==> src/rtl/slave_internal_response_arbiter.sv <==
`default_nettype none
// ============================================================================
// Module : slave_internal_response_arbiter
// Brief  : Per-channel response FIFOs merged onto one output by round-robin
//          arbitration, with the grant locked while the consumer stalls.
// Rev    : 1.0
// ============================================================================
module slave_internal_response_arbiter #(
  parameter int ID_WIDTH   = 4,
  parameter int RESP_WIDTH = 2,
  parameter int NUM_CH     = 2,
  parameter int DEPTH      = 4
) (
  input  logic                         ACLK,
  input  logic                         ARESETn,
  input  logic [NUM_CH-1:0]            in_valid,
  input  logic [NUM_CH*ID_WIDTH-1:0]   in_id,
  input  logic [NUM_CH*RESP_WIDTH-1:0] in_resp,
  output logic [NUM_CH-1:0]            in_ready,
  output logic                         out_valid,
  output logic [ID_WIDTH-1:0]          out_id,
  output logic [RESP_WIDTH-1:0]        out_resp,
  output logic [$clog2(NUM_CH)-1:0]    out_ch,
  input  logic                         out_ready
);

  localparam int c_pw = $clog2(DEPTH);
  localparam int c_cw = $clog2(NUM_CH);
  localparam int c_dw = ID_WIDTH + RESP_WIDTH;
  localparam logic [c_pw:0] c_full = DEPTH[c_pw:0];
  localparam logic [c_cw:0] c_nch  = NUM_CH[c_cw:0];

  typedef enum logic [0:0] {
    ST_IDLE = 1'b0,
    ST_HOLD = 1'b1
  } state_t;

  logic [c_dw-1:0] r_mem   [NUM_CH][DEPTH];
  logic [c_pw-1:0] r_wptr  [NUM_CH];
  logic [c_pw-1:0] r_rptr  [NUM_CH];
  logic [c_pw:0]   r_count [NUM_CH];

  logic [NUM_CH-1:0] w_push;
  logic [NUM_CH-1:0] w_pop;
  logic [NUM_CH-1:0] w_nonempty;
  logic [c_cw-1:0]   r_rr;
  logic [c_cw-1:0]   r_locked;
  logic [c_cw-1:0]   w_rr_sel;
  logic [c_cw-1:0]   w_grant;
  logic [c_cw-1:0]   w_next_rr;
  logic [c_dw-1:0]   w_head;
  logic              w_hs;
  state_t            r_state;

  generate
    for (genvar k = 0; k < NUM_CH; k++) begin : g_ch
      // Full queue refuses pushes even when it is being popped this cycle.
      assign in_ready[k]   = (r_count[k] != c_full);
      assign w_nonempty[k] = (r_count[k] != '0);
      assign w_push[k]     = in_valid[k] && in_ready[k];
      assign w_pop[k]      = w_hs && (w_grant == c_cw'(k));
    end
  endgenerate

  always_ff @(posedge ACLK or negedge ARESETn) begin
    if (!ARESETn) begin
      for (int k = 0; k < NUM_CH; k++) begin
        r_wptr[k]  <= '0;
        r_rptr[k]  <= '0;
        r_count[k] <= '0;
      end
    end else begin
      for (int k = 0; k < NUM_CH; k++) begin
        if (w_push[k]) r_wptr[k] <= r_wptr[k] + 1'b1;
        if (w_pop[k])  r_rptr[k] <= r_rptr[k] + 1'b1;
        case ({w_push[k], w_pop[k]})
          2'b10:   r_count[k] <= r_count[k] + 1'b1;
          2'b01:   r_count[k] <= r_count[k] - 1'b1;
          default: r_count[k] <= r_count[k];
        endcase
      end
    end
  end

  always_ff @(posedge ACLK) begin
    for (int k = 0; k < NUM_CH; k++) begin
      if (w_push[k]) begin
        r_mem[k][r_wptr[k]] <= {in_id[k*ID_WIDTH +: ID_WIDTH],
                                in_resp[k*RESP_WIDTH +: RESP_WIDTH]};
      end
    end
  end

  // Round-robin search: first non-empty channel at or after r_rr, with wrap.
  always_comb begin
    logic [c_cw:0] idx;
    logic          found;
    idx      = '0;
    found    = 1'b0;
    w_rr_sel = r_rr;
    for (int i = 0; i < NUM_CH; i++) begin
      idx = {1'b0, r_rr} + (c_cw+1)'(i);
      if (idx >= c_nch) idx = idx - c_nch;
      if (!found && w_nonempty[idx[c_cw-1:0]]) begin
        found    = 1'b1;
        w_rr_sel = idx[c_cw-1:0];
      end
    end
  end

  assign w_grant   = (r_state == ST_HOLD) ? r_locked : w_rr_sel;
  assign w_next_rr = (w_grant == c_cw'(NUM_CH-1)) ? '0 : w_grant + 1'b1;
  assign w_head    = r_mem[w_grant][r_rptr[w_grant]];
  assign out_valid = |w_nonempty;
  assign w_hs      = out_valid && out_ready;
  assign out_id    = out_valid ? w_head[RESP_WIDTH +: ID_WIDTH] : '0;
  assign out_resp  = out_valid ? w_head[RESP_WIDTH-1:0] : '0;
  assign out_ch    = out_valid ? w_grant : '0;

  always_ff @(posedge ACLK or negedge ARESETn) begin
    if (!ARESETn) begin
      r_state  <= ST_IDLE;
      r_locked <= '0;
      r_rr     <= '0;
    end else begin
      if (w_hs) r_rr <= w_next_rr;
      case (r_state)
        ST_IDLE: begin
          if (out_valid && !out_ready) begin
            r_state  <= ST_HOLD;
            r_locked <= w_grant;
          end
        end
        ST_HOLD: begin
          if (w_hs) r_state <= ST_IDLE;
        end
        default: r_state <= ST_IDLE;
      endcase
    end
  end

endmodule
`default_nettype wire

==> config.mk <==
export PLATFORM = sky130hd
export DESIGN_NAME = slave_internal_response_arbiter
export DESIGN_NICKNAME = d
export VERILOG_FILES = /design/src/rtl/slave_internal_response_arbiter.sv
export SDC_FILE = /design/constraint.sdc
export NUM_CORES = 1
export LEC_CHECK = 0
export ABC_AREA = 1
export BUFFER_PORTS_ARGS = -buffer_cell sky130_fd_sc_hd__buf_2
export CAP_MARGIN = 20
export CORE_MARGIN = 8
export CORE_UTILIZATION = 55
export CTS_CLUSTER_SIZE = 20
export DETAILED_ROUTE_END_ITERATION = 7
export PLACE_DENSITY_LB_ADDON = 0.12
export SETUP_SLACK_MARGIN = 0.02
export SYNTH_ARGS = -nofsm -noshare
export SYNTH_HDL_FRONTEND = slang
export SYNTH_SLANG_ARGS = --single-unit
==> constraint.sdc <==
create_clock -name ACLK -period 5 [get_ports ACLK]
set_clock_uncertainty 0.2 [all_clocks]
set_input_delay 0.75 -clock ACLK [delete_from_list [all_inputs] [get_ports ACLK]]
set_output_delay 0.75 -clock ACLK [all_outputs]
set_load 0.01 [all_outputs]
==> flow_summary.json <==
{
  "status": "complete, no violations",
  "r2r-start": "r_count[2]",
  "initial_core_util": 0.5741,
  "fin_crit_sh": 0.6837,
  "fp-row-count": 27,
  "p_sw_frac": 0.4246,
  "crit_path_end_kind": "primary output",
  "worstSetupPathType": "reg2out",
  "track_usage": 0.1558,
  "seqPwrFrac": 0.365,
  "grt_pass1_wl_um": 10220,
  "p_switching_uw": 933.3,
  "max-cap-violations": 0,
  "hpwl_um": 4614,
  "synth_ff_type": "edfxtp_1",
  "path_clk_slew_ns": 0.07,
  "syn2layout_area_growth_pct": 10.27,
  "numCtsBuffers": 9,
  "ys_types": 27,
  "grt_pass1_vias": 2134,
  "drt-pass1-iter-count": 5,
  "cts_tree": "built",
  "ctsResizeCount": 0,
  "die_w_um": 92.05,
  "fin_util": 0.6330,
  "power_density_nw_per_um2": 626.7,
  "slew_headroom": 0.5606,
  "cts_root_buf": "clkbuf_8",
  "gr-total-overflow": 0,
  "yosys_warnings": 0,
  "vias_per_cell": 4.945,
  "gp_congestion": 0.8580,
  "grt_antenna_before_repair": 0,
  "coreArea_um2": 5540,
  "met3_usage": 0.03749,
  "synthTopCellsByArea": "edfxtp_1 (45%), dfrtp_1 (13%), nand2_1 (11%)",
  "io_buffers": 26,
  "p_int_uw": 1265,
  "grt_setup_unrepaired": "false",
  "r2r_slack_ns": 2.04,
  "rr_endpoint": "r_count[5]",
  "maxSlewViolCount": 0,
  "grt_use_met2": 0.2557,
  "tns_ns": 0,
  "required_ns": 4.05,
  "min_path_type": "in2async",
  "diodes": 0,
  "clkLatencyLatePin_ns": 0.33,
  "async_reset_ff_frac": 0.2615,
  "worst_pin_slew_ns": 0.6567,
  "synth_top_area_frac": 0.4532,
  "comb_power_share": 0.463,
  "drt_iter0_markers": 137,
  "vdd_ir_drop_max_uv": 329.8,
  "top_usage_layer": "met2",
  "ys_ff_latch": 65,
  "p_leak_uw": 0.001655,
  "hold_violations": 0,
  "drive_above_1_share": 0.1570,
  "die_h_um": 92.05,
  "max_freq_mhz": 292.5,
  "critPathMaxFanout": 34,
  "routed_wl_um": 6268,
  "route.detailed.drc": 0,
  "reg2reg_depth": 15,
  "syn_inst": 328,
  "fin_nets": 387,
  "synth-edff-count": 48,
  "synth.avg_cell_area_um2": 9.697,
  "grt_max_degree": 35,
  "cts_hold_buf": 0,
  "setup.worst_path.start_class": "flip-flop",
  "arrival_ns": 2.47,
  "synth.largest_area_cell": "edfxtp_1",
  "dieArea_um2": 8472,
  "synth-seq-area-share": 0.5869,
  "cts_num_sinks": 65,
  "synth_area_um2": 3181,
  "syn_nets": 357,
  "vias": 2151,
  "ctsLongestPathBuffers": 2,
  "use_met1": 0.1862,
  "final-setup-viol-count": 0,
  "ios": 27,
  "post_cts_buffers": 0,
  "htreeDepth": 3,
  "period_minus_slack_ns": 3.419,
  "ant_nets": 0,
  "wire_per_inst_um": 14.41,
  "p_clk_frac": 0.172
}
[worst max-delay path, stage by stage, from the launching register on]
cell and delay [ns]:
dfrtp_1 0.41, inv_2 0.10, nand3_2 0.13, a21oi_2 0.20, nand2_4 0.16, nand2_8 0.23, nand2_1 0.10, nand2_1 0.31
nand2_1 0.09, nand3_1 0.09, nand2_1 0.05, nor2_1 0.11, buf_2 0.15
[worst max-delay path by stage]
stage | to | start | depth (start not counted)
2_1_floorplan | out_resp[1] | r_count[3] | 11
3_3_place_gp | out_resp[0] | r_count[3] | 12
3_5_place_dp | out_resp[0] | r_count[3] | 12
4_1_cts | out_resp[0] | r_count[3] | 12
5_1_grt | out_resp[0] | r_count[3] | 12
6_report | out_resp[0] | r_count[3] | 12
[routing by layer]
metal,vias to the layer above,wire (um)
met2,61,3001
met1,991,2816
met4,0,160
li1,1084,-
met3,15,289
met5,-,0
[kinds of logic after synthesis]
group,count (synthesis),share of synthesized area
simple gates,162,0.2199
flops,65,0.5869
buf+inv,61,0.08182
compound gates,19,0.03462
fa+ha+maj,12,0.05193
xor+xnor,9,0.02479
[per-stage QoR]
stage / area [um2] / hold WS [ns] / total power [uW] / instances / setup slack [ns]
5_1_grt: 3507 / 0.1713 / 2386 / 435 / 1.319
2_1_floorplan: 3181 / 0.2416 / 1595 / 328 / 2.498
3_3_place_gp: 3343 / 0.2627 / 1810 / 419 / 1.940
6_report: 3507 / 0.1455 / 2198 / 435 / 1.581
4_1_cts: 3507 / 0.1530 / 2215 / 435 / 1.569
3_5_place_dp: 3343 / 0.2575 / 1839 / 419 / 1.933
[cell usage in the layout, fill, tap and decap left out, types with 7 or more instances in the layout]
master    instances
nand3_1          14
dfrtp_1          17
nand2_1          96
nand2_2           7
buf_2            26
inv_1            47
xor2_1            7
ha_1             10
edfxtp_1         48
nor2_1           35
nand3b_1          7
clkbuf_8         10
[synthesized netlist by cell type, drive strengths merged, types with 6 or more instances]
| library cell | number |
|---|---|
| xor2 | 7 |
| o21ai | 12 |
| nand3 | 15 |
| nand2 | 105 |
| buf | 6 |
| edfxtp | 48 |
| nand3b | 7 |
| inv | 53 |
| nor2 | 35 |
| dfrtp | 17 |
| a21oi | 7 |
| ha | 10 |
[final cells by class]
cell class                      count  area (um2)
Clock buffer                       12       145.1
Clock inverter                      4       18.77
Fill cell                         498        2033
Inverter                           54       202.7
Multi-Input combinational cell    202        1054
Sequential cell                    65        1867
Tap cell                           72       90.09
Timing Repair Buffer               26       130.1
[sequential cells by signal, indices dropped and copies added, names as in the netlist]
signal / cells
r_locked: 1
r_count: 6
r_wptr: 4
r_state: 1
r_rr: 1
r_rptr: 4
r_mem: 48
[power by group through the flow]
stage               Sequential [uW]  Combinational (uW)  Clock [uW]
finish                          803                1020         377
global route                    814                1170         403
CTS                             803                1030         381
detailed placement              814                1020           0
global placement                811                 999           0
floorplan                       795                 799           0
Note: power is estimated with default switching activity, not from simulation.
